==> config.mk <==
export PLATFORM = sky130hd
export DESIGN_NAME = bus_block_mover
export DESIGN_NICKNAME = d
export VERILOG_FILES = /design/src/rtl/bus_block_mover.sv
export SDC_FILE = /design/constraint.sdc
export NUM_CORES = 1
export LEC_CHECK = 0
export BUFFER_PORTS_ARGS = -buffer_cell sky130_fd_sc_hd__buf_2
export CORE_UTILIZATION = 45
export CTS_BUF_LIST = sky130_fd_sc_hd__clkbuf_8
export DETAILED_ROUTE_END_ITERATION = 6
export PLACE_DENSITY_LB_ADDON = 0.1
export SYNTH_ARGS = -nofsm -noshare
export SYNTH_HDL_FRONTEND = slang
export SYNTH_SLANG_ARGS = --single-unit
==> constraint.sdc <==
create_clock -name CLKH -period 7.1 [get_ports CLKH]
set_input_delay 1.42 -clock CLKH [delete_from_list [all_inputs] [get_ports CLKH]]
set_output_delay 1.42 -clock CLKH [all_outputs]
set_load 0.05 [all_outputs]
==> src/rtl/bus_block_mover.sv <==
// Bus-master copy engine: reads LEN 64-bit words from SRC and writes them to DST
// through a small read-data FIFO, one registered request per cycle.
module bus_block_mover #(
    parameter logic [4:0] UNIT_ID = 5'd1,
    parameter int         DEPTH   = 8
) (
    input  logic        CLKH,
    input  logic        RESET,
    input  logic        START,
    input  logic [31:0] SRC,
    input  logic [31:0] DST,
    input  logic [15:0] LEN,
    output logic        BUSY,
    output logic        DONE,
    input  logic        NEXT,
    output logic        ACT,
    output logic        CMD,
    output logic [31:0] ADDR,
    output logic [7:0]  BE,
    output logic [63:0] DTO,
    output logic [20:0] TAGO,
    input  logic        DRDY,
    input  logic [63:0] DTI,
    input  logic [20:0] TAGI
);

    // state   | meaning
    // IDLE    | waiting for START
    // RUN     | issuing reads/writes until the last write is accepted
    // DONE    | one-cycle completion pulse
    typedef enum logic [1:0] {ST_IDLE, ST_RUN, ST_DONE} state_t;

    localparam int PW = $clog2(DEPTH);
    localparam int CW = PW + 1;
    localparam int UW = CW + 1;

    state_t         state_q, state_d;
    logic           busy_q, busy_d;
    logic [31:0]    src_q, src_d;
    logic [31:0]    dst_q, dst_d;
    logic [15:0]    len_q, len_d;
    logic [15:0]    rcount_q, rcount_d;
    logic [15:0]    wcount_q, wcount_d;
    logic [CW-1:0]  outst_q, outst_d;
    logic [CW-1:0]  fifo_cnt_q, fifo_cnt_d;
    logic [PW-1:0]  rd_ptr_q, rd_ptr_d;
    logic [PW-1:0]  wr_ptr_q, wr_ptr_d;
    logic           act_q, act_d;
    logic           cmd_q, cmd_d;
    logic [31:0]    addr_q, addr_d;
    logic [7:0]     be_q, be_d;
    logic [63:0]    dto_q, dto_d;
    logic [20:0]    tago_q, tago_d;
    logic [63:0]    mem_q [DEPTH];

    logic           rsp_hit;
    logic           push;
    logic           pop;
    logic           issue_rd;
    logic           fifo_avail;
    logic [63:0]    head;
    logic [UW-1:0]  used;
    logic           credit;
    logic           can_sel;
    logic           last_wr_acc;
    logic           unused_bits;

    assign unused_bits = ^{SRC[2:0], DST[2:0], TAGI[15:0]};

    assign rsp_hit     = DRDY && (TAGI[20:16] == UNIT_ID) && (state_q == ST_RUN);
    assign push        = rsp_hit && (fifo_cnt_q != CW'(DEPTH));
    // An arriving response can be forwarded straight into a write in the same cycle.
    assign fifo_avail  = (fifo_cnt_q != '0) || push;
    assign head        = (fifo_cnt_q != '0) ? mem_q[rd_ptr_q] : DTI;
    assign used        = {1'b0, outst_q} + {1'b0, fifo_cnt_q};
    assign credit      = used < UW'(DEPTH);
    assign can_sel     = !act_q || NEXT;
    assign last_wr_acc = act_q && NEXT && !cmd_q && (wcount_q == len_q);

    always_comb begin
        state_d  = state_q;
        busy_d   = busy_q;
        src_d    = src_q;
        dst_d    = dst_q;
        len_d    = len_q;
        rcount_d = rcount_q;
        wcount_d = wcount_q;
        act_d    = act_q;
        cmd_d    = cmd_q;
        addr_d   = addr_q;
        be_d     = be_q;
        dto_d    = dto_q;
        tago_d   = tago_q;
        pop      = 1'b0;
        issue_rd = 1'b0;

        case (state_q)
            ST_IDLE: begin
                if (START) begin
                    src_d    = {SRC[31:3], 3'b000};
                    dst_d    = {DST[31:3], 3'b000};
                    len_d    = LEN;
                    rcount_d = 16'd0;
                    wcount_d = 16'd0;
                    if (LEN == 16'd0) begin
                        state_d = ST_DONE;
                    end else begin
                        state_d  = ST_RUN;
                        busy_d   = 1'b1;
                        act_d    = 1'b1;
                        cmd_d    = 1'b1;
                        addr_d   = {SRC[31:3], 3'b000};
                        be_d     = 8'hFF;
                        tago_d   = {UNIT_ID, 16'd0};
                        rcount_d = 16'd1;
                        issue_rd = 1'b1;
                    end
                end
            end
            ST_RUN: begin
                if (last_wr_acc) begin
                    state_d = ST_DONE;
                    act_d   = 1'b0;
                end else if (can_sel) begin
                    if (fifo_avail) begin
                        act_d    = 1'b1;
                        cmd_d    = 1'b0;
                        addr_d   = dst_q + {13'd0, wcount_q, 3'd0};
                        be_d     = 8'h00;
                        dto_d    = head;
                        tago_d   = {UNIT_ID, wcount_q};
                        wcount_d = wcount_q + 16'd1;
                        pop      = 1'b1;
                    end else if ((rcount_q < len_q) && credit) begin
                        act_d    = 1'b1;
                        cmd_d    = 1'b1;
                        addr_d   = src_q + {13'd0, rcount_q, 3'd0};
                        be_d     = 8'hFF;
                        tago_d   = {UNIT_ID, rcount_q};
                        rcount_d = rcount_q + 16'd1;
                        issue_rd = 1'b1;
                    end else begin
                        act_d = 1'b0;
                    end
                end
            end
            ST_DONE: begin
                state_d = ST_IDLE;
                busy_d  = 1'b0;
            end
            default: state_d = ST_IDLE;
        endcase

        outst_d    = outst_q + CW'(issue_rd) - CW'(rsp_hit);
        fifo_cnt_d = fifo_cnt_q + CW'(push) - CW'(pop);
        wr_ptr_d   = wr_ptr_q + PW'(push);
        rd_ptr_d   = rd_ptr_q + PW'(pop);
    end

    always_ff @(posedge CLKH or negedge RESET) begin
        if (!RESET) begin
            state_q    <= ST_IDLE;
            busy_q     <= 1'b0;
            src_q      <= '0;
            dst_q      <= '0;
            len_q      <= '0;
            rcount_q   <= '0;
            wcount_q   <= '0;
            outst_q    <= '0;
            fifo_cnt_q <= '0;
            rd_ptr_q   <= '0;
            wr_ptr_q   <= '0;
            act_q      <= 1'b0;
            cmd_q      <= 1'b0;
            addr_q     <= '0;
            be_q       <= 8'hFF;
            dto_q      <= '0;
            tago_q     <= '0;
        end else begin
            state_q    <= state_d;
            busy_q     <= busy_d;
            src_q      <= src_d;
            dst_q      <= dst_d;
            len_q      <= len_d;
            rcount_q   <= rcount_d;
            wcount_q   <= wcount_d;
            outst_q    <= outst_d;
            fifo_cnt_q <= fifo_cnt_d;
            rd_ptr_q   <= rd_ptr_d;
            wr_ptr_q   <= wr_ptr_d;
            act_q      <= act_d;
            cmd_q      <= cmd_d;
            addr_q     <= addr_d;
            be_q       <= be_d;
            dto_q      <= dto_d;
            tago_q     <= tago_d;
        end
    end

    always_ff @(posedge CLKH) begin
        if (push) mem_q[wr_ptr_q] <= DTI;
    end

    assign BUSY = busy_q;
    assign DONE = (state_q == ST_DONE);
    assign ACT  = act_q;
    assign CMD  = cmd_q;
    assign ADDR = addr_q;
    assign BE   = be_q;
    assign DTO  = dto_q;
    assign TAGO = tago_q;

endmodule

==> results_dict.tcl, run 1 <==
set metrics [dict create \
    antenna_left 0 \
    p_per_area_nw_per_um2 404 \
    grt_pass1_wl_um 125000 \
    clock_path_buffers 3 \
    finalSetupViolations 0 \
    wl_per_cell_um 21.7 \
    fp.dieArea_sq_um 74100 \
    p_clk_frac 0.251 \
    status "completed" \
    nets 2924 \
    instances_no_fill 3737 \
    grt_max_degree 177 \
    internal_power_mw 9.35 \
    cpMaxStageDelayCell "nor3_2" \
    required_ns 7.74 \
    hold_violations 0 \
    clock_skew_ns 0.0363 \
    core-area_sq_um 71900 \
    die_height_um 272 \
    layout_common_cells "edfxtp_1, nand2_1, buf_2" \
    clockRootBuffer "clkbuf_8" \
    comb_power_share 0.364 \
    drt_iter0_drc 1733 \
    cp.arrival_ns 5.08 \
    rows 98 \
    tightest_slew_ns 1.16 \
    gr-total-overflow 0 \
    yosys_warnings 0 \
    p_switching_mw 5.92 \
    finalSetupTns_ns 0 \
    cpLargestDelayFamily "simple AND/OR/NAND/NOR gates" \
    rsz0062_at_grt "false" \
    post-route-util 0.526 \
    clk_pin_slew_ns 0.05 \
    async_reset_ff_frac 0.316 \
    ctsHoldBuffers 0 \
    num_vias 20700 \
    yosysSeqAreaShare 0.648 \
    leakage_nw 14.9 \
    grt_use_total 0.223 \
    insertion_delay_ns 0.76 \
    drive_gt1_frac 0.229 \
    ioPinCount 299 \
    crit_fanout 18 \
    hold_path_class "register to register" \
    cp-start-kind "register" \
    postSynthCellCount 2377 \
    cts_setup_buffers 0 \
    remaining_drc_errors 0 \
    crit_type "register to register" \
    synth_edf_count 512 \
    stdcell_area_sq_um 37800 \
    initial_core_util 0.457 \
    path_cells "inv_1 > ha_1 > or3b_1 > a31oi_4 > nand2_2 > nor3_2 > nor2_1 > ha_1 > inv_1 > ha_1 > inv_1 > fa_1 > xnor2_1" \
    final_common_cell "edfxtp_1" \
    synthToLayoutAreaGrowth_pct 15.1 \
    max_freq_mhz 225 \
    swShare 0.388 \
    die_w_um 272 \
    place_area_sq_um 35200 \
    min_period_over_period 0.626 \
    peakVddDrop_v 0.000252 \
    slew_headroom 0.228 \
    pwr-share-seq 0.385 \
    avgSynthCellArea_sq_um 13.8 \
    finalCriticalPeriod_ns 4.44 \
    cp_num_buf_inv 3 \
    dpl.hpwl_um 49700 \
    drt_wl_total_um 81100 \
    first_pass_iters 6 \
    cts_tree "yes" \
    synth.distinct_cells 88 \
    cts_made_buffers 132 \
    drv_slew 0 \
    max_stage_delay_ns 0.91 \
    synth_seq_cells 748 \
    placed_cells 3500 \
    cp-end-kind "register" \
    syn_area_sq_um 32800 \
    clkSinkCount 748 \
    antenna_found_initial 8 \
    gp_congestion 0.920 \
    drv_cap 0 \
    portBuffers 269 \
    via_per_inst 5.55 \
    grt_pass1_vias 21400 \
    post_cts_resized 0 \
    fillers 6294 \
    ys.flop_type "edfxtp_1" \
    htreeDepth 4 \
]
[Yosys cell counts (all sizes together), types with 10 or more instances]
library cell | instances | share of area
nor4 | 12 | 0.0023
or3 | 14 | 0.0027
nand2 | 371 | 0.043
a21o | 13 | 0.0030
and4 | 13 | 0.0035
xor2 | 33 | 0.0088
ha | 66 | 0.025
a31oi | 15 | 0.0033
and3 | 21 | 0.0041
nor3 | 18 | 0.0029
nor2 | 140 | 0.016
o211ai | 11 | 0.0025
nor3b | 11 | 0.0025
nand3 | 20 | 0.0032
a21oi | 129 | 0.020
buf | 66 | 0.011
nand2b | 21 | 0.0040
xnor2 | 18 | 0.0048
o21ai | 159 | 0.024
dfrtp | 235 | 0.18
nand4 | 15 | 0.0029
mux4 | 128 | 0.088
clkbuf | 65 | 0.0074
a2111oi | 10 | 0.0029
a211oi | 11 | 0.0025
edfxtp | 512 | 0.47
mux2i | 77 | 0.023
a22oi | 21 | 0.0050
inv | 49 | 0.0056
[stage by stage]
stage          hold slack (ns)  total power [mW]  setup WS [ns]
2_1_floorplan            0.452              10.1           1.57
3_3_place_gp             0.450              11.5           2.06
3_5_place_dp             0.458              11.6           2.01
4_1_cts                  0.471              15.4           2.66
5_1_grt                  0.501              16.2           2.41
6_report                 0.469              15.3           2.66
[routing by layer]
metal | vias to the layer above | GRT usage | part of all wire
met5 | - | 0 | 0.00091
met1 | 10500 | 0.293 | 0.43
li1 | 9582 | - | -
met2 | 535 | 0.372 | 0.50
met3 | 131 | 0.0398 | 0.049
met4 | 12 | 0.0784 | 0.023
[power by group through the flow]
stage | sequential (mW) | combinational [mW] | clock, mW
6_report | 5.88 | 5.56 | 3.83
5_1_grt | 5.97 | 6.10 | 4.12
3_3_place_gp | 5.95 | 5.54 | 0
3_5_place_dp | 5.97 | 5.61 | 0
2_1_floorplan | 6.69 | 3.38 | 0
4_1_cts | 5.89 | 5.63 | 3.93
[logic make-up (layout without fill, tap and decap cells)]
family / count (synthesis) / count (layout) / synth area share
flip-flops: 748 / 748 / 0.648
adder cells (fa/ha/maj): 70 / 70 / 0.0276
AO/OA/AOI/OAI: 437 / 437 / 0.0824
other: 1 / 8 / 0.000114
buffers and inverters: 180 / 583 / 0.0237
AND/OR/NAND/NOR: 685 / 685 / 0.0936
XOR/XNOR: 51 / 51 / 0.0136
multiplexers: 205 / 205 / 0.111
[state kept, by name, indices dropped and copies added, names as in the netlist, 17 cells and up]
| register | flops |
|---|---|
| dst_q | 29 |
| TAGO | 17 |
| mem_q | 512 |
| DTO | 64 |
| src_q | 29 |
| ADDR | 29 |
[path summary, 6_finish.rpt]
kind / startpoint / endpoint / slack, ns / cells past startpoint
worst max-delay path: fifo_cnt_q[2]$_DFF_PN0_ / outst_q[2]$_DFF_PN0_ / 2.66 / 13
worst min register to register: TAGO[16]$_DFFE_PN0P_ / TAGO[16]$_DFFE_PN0P_ / 0.47 / 1
max in group asynchronous: RESET / rd_ptr_q[0]$_DFF_PN0_ / 4.98 / 2
min in group asynchronous: RESET / CMD$_DFFE_PN0P_ / 0.61 / 1
worst max register to register: fifo_cnt_q[2]$_DFF_PN0_ / outst_q[2]$_DFF_PN0_ / 2.66 / 13
worst min-delay path: TAGO[16]$_DFFE_PN0P_ / TAGO[16]$_DFFE_PN0P_ / 0.47 / 1
[cell type report]
type | instances | area, sq um | area share
Antenna cell | 1 | 2.50 | 0.0000662
Clock buffer | 151 | 2080 | 0.0550
Clock inverter | 85 | 498 | 0.0132
Inverter | 49 | 184 | 0.00486
Multi-Input combinational cell | 1455 | 10900 | 0.288
Sequential cell | 748 | 21300 | 0.563
Tap cell | 950 | 1190 | 0.0314
Timing Repair Buffer | 298 | 1660 | 0.0439
Note: power is estimated with default switching activity, not from simulation.
==> inputs of run 2 (changes only) <==
--- a/config.mk
+++ b/config.mk
@@ -5,6 +5,7 @@
 export SDC_FILE = /design/constraint.sdc
 export NUM_CORES = 1
 export LEC_CHECK = 0
+export ABC_AREA = 1
 export BUFFER_PORTS_ARGS = -buffer_cell sky130_fd_sc_hd__buf_2
 export CORE_UTILIZATION = 45
 export CTS_BUF_LIST = sky130_fd_sc_hd__clkbuf_8
==> constraint.sdc (replaced) <==
create_clock -name CLKH -period 4.35 [get_ports CLKH]
set_input_delay 0.87 -clock CLKH [delete_from_list [all_inputs] [get_ports CLKH]]
set_output_delay 0.87 -clock CLKH [all_outputs]
set_load 0.05 [all_outputs]
==> run 2 against run 1 <==
- sequential power up 61%
- global-route usage up 3.5 points
- utilization down 0.73 points
- critical endpoint is now ADDR[25]$_DFFE_PN0P_
- synthesized cell count up 53%
- die area up 5.7%
- sequential cell count unchanged
- worst hold slack worse by 0.28 ns
- fmax up 30%
- clock-buffer cell count down 9
- largest cell class unchanged
- setup slack worse by 1.7 ns
==> results_dict.tcl, run 2 <==
set metrics [dict create \
    synth_edf_count 512 \
    postSynthCellCount 3634 \
    tightest_slew_ns 1.02 \
    cpLargestDelayFamily "simple AND/OR/NAND/NOR gates" \
    cpMaxStageDelayCell "buf_4" \
    syn_area_sq_um 34700 \
    num_vias 26700 \
    ctsHoldBuffers 0 \
    cp-start-kind "register" \
    rows 101 \
    synth.distinct_cells 46 \
    clock_path_buffers 3 \
    cts_tree "yes" \
    peakVddDrop_v 0.000656 \
    grt_pass1_wl_um 153000 \
    largest-register "mem_q" \
    rsz0062_at_grt "false" \
    dpl.hpwl_um 59900 \
    drv_cap 0 \
    cts_made_buffers 131 \
    max_freq_mhz 292 \
    async_reset_ff_frac 0.316 \
    slew_headroom 0.319 \
    path_cells "nor2_1 > nand2_1 > nand4_4 > nand2_4 > nand2_4 > buf_4 > inv_2 > nand3_1 > nand3_1 > nand2_1 > nand2_1" \
    required_ns 5.03 \
    leakage_nw 16.8 \
    finalCriticalPeriod_ns 3.42 \
    antenna_left 0 \
    cts_setup_buffers 0 \
    remaining_drc_errors 0 \
    layout_common_cells "nand2_1, edfxtp_1, nor2_1" \
    seq_area_sq_um 21300 \
    cp_num_buf_inv 2 \
    cp-end-kind "register" \
    hold_slack_ns 0.190 \
    die_height_um 280 \
    via_per_inst 5.31 \
    yosysMostFrequentCell "nand2_1" \
    hold_path_class "input pin to async pin" \
    avgSynthCellArea_sq_um 9.56 \
    initial_core_util 0.456 \
    antenna_found_initial 14 \
    finalSetupTns_ns 0 \
    crit_fanout 66 \
    synthTopCellsByArea "edfxtp_1, dfrtp_1, nand2_1" \
    multi_input_area_sq_um 11900 \
    synthToLayoutAreaGrowth_pct 13.8 \
    max_stage_delay_ns 0.76 \
    crit_type "register to register" \
    post_cts_resized 0 \
    yosys_warnings 0 \
    core-area_sq_um 76200 \
    gr-total-overflow 0 \
    clockRootBuffer "clkbuf_8" \
    htreeDepth 4 \
    yosys-top-cells-count "nand2_1, edfxtp_1, nor2_1, o21ai_0, dfrtp_1" \
    fp.dieArea_sq_um 78300 \
    drt_iter0_drc 1970 \
    synth_seq_cells 748 \
    portBuffers 269 \
    insertion_delay_ns 0.79 \
    cp.arrival_ns 4.10 \
    first_pass_iters 6 \
    nets 4133 \
    clk_pin_slew_ns 0.07 \
    gp_congestion 0.946 \
    yosysSeqAreaShare 0.613 \
    drv_slew 0 \
    drt_wl_total_um 101000 \
    finalSetupViolations 0 \
    fillers 7080 \
    drive_gt1_frac 0.132 \
    largest_reg_flops 512 \
    clock_skew_ns 0.0388 \
    ioPinCount 299 \
    wl_per_cell_um 20.0 \
    min_period_over_period 0.786 \
    die_w_um 280 \
    synth_top_area_frac 0.443 \
    hold_violations 0 \
    grt_max_degree 162 \
    grt_use_total 0.258 \
    ys.flop_type "edfxtp_1" \
    final_common_cell "nand2_1" \
    status "completed" \
    clkSinkCount 748 \
    p_per_area_nw_per_um2 662 \
    yosys.area.top_type "edfxtp_1" \
    grt_pass1_vias 25900 \
    critical_path.most_common_cell "nand2_1" \
]
## run 2: cell types whose count changed after synthesis, moves of 128 or more
cell	before	now
o21ai_0	55	386
nand2_1	368	1003
nor2_1	139	447
inv_1	48	205
o22ai_1	0	138
mux4_2	128	0
## run 2: path summary, 6_finish.rpt
check,start,endpoint,slack (ns),depth (start not counted)
setup / recovery,fifo_cnt_q[1]$_DFF_PN0_,ADDR[25]$_DFFE_PN0P_,0.93,11
setup reg to reg,fifo_cnt_q[1]$_DFF_PN0_,ADDR[25]$_DFFE_PN0P_,0.93,11
hold reg to reg,TAGO[6]$_DFFE_PN0P_,TAGO[6]$_DFFE_PN0P_,0.47,2
min in group CLKH,DST[21],dst_q[21]$_DFFE_PN0P_,0.28,3
max in group asynchronous,RESET,DTO[48]$_DFFE_PN0P_,3.13,2
hold / removal,RESET,src_q[24]$_DFFE_PN0P_,0.19,1
## run 2: metrics by stage
| step | util | cell area (sq um) | instances | setup WS [ns] | power (mW) |
|---|---|---|---|---|---|
| floorplan | - | 34800 | 3640 | -0.200 | 17.1 |
| global placement | 0.487 | 37100 | 4790 | 0.732 | 20.2 |
| detailed placement | 0.487 | 37100 | 4790 | 0.682 | 20.3 |
| CTS | 0.519 | 39500 | 5027 | 0.964 | 26.4 |
| global route | 0.519 | 39500 | 5029 | 0.693 | 27.9 |
| finish | 0.519 | 39500 | 5031 | 0.929 | 26.2 |
## run 2: cell families (layout without fill, tap and decap cells)
family / after synthesis / after routing / synth area share
compound gates: 669 / 669 / 0.103
xor+xnor: 56 / 56 / 0.0141
fa+ha+maj: 70 / 70 / 0.0261
buf+inv: 417 / 774 / 0.0506
flops: 748 / 748 / 0.613
other cells: 1 / 11 / 0.000108
simple gates: 1673 / 1673 / 0.193
## run 2: area by class of cell
class,instances,area share
clock buffer,142,0.0494
clock inverter,95,0.0122
multi-input combinational,2475,0.300
tap,1030,0.0326
timing repair buffer,315,0.0459
sequential,748,0.538
antenna,4,0.000253
inverter,222,0.0214
## run 2: routing by layer
| layer | vias up | routed length [um] | global-route usage |
|---|---|---|---|
| met5 | - | 95 | 0 |
| met4 | 16 | 2620 | 0.0905 |
| met3 | 202 | 6110 | 0.0495 |
| met2 | 789 | 48500 | 0.426 |
| met1 | 12800 | 43400 | 0.340 |
| li1 | 12900 | - | - |
## run 2: worst reg2reg max path, delay by kind of cell, from the launching register on
kind                   cells  cell delay [ns]
and+or+nand+nor            9             1.56
buffers and inverters      2             1.34
DFF                        1             0.44
## run 2: where the power goes
| group | total [mW] | internal [mW] | switching, mW |
|---|---|---|---|
| sequential | 9.48 | 8.54 | 0.937 |
| combinational | 10.7 | 2.92 | 7.76 |
| clock | 6.04 | 3.09 | 2.95 |
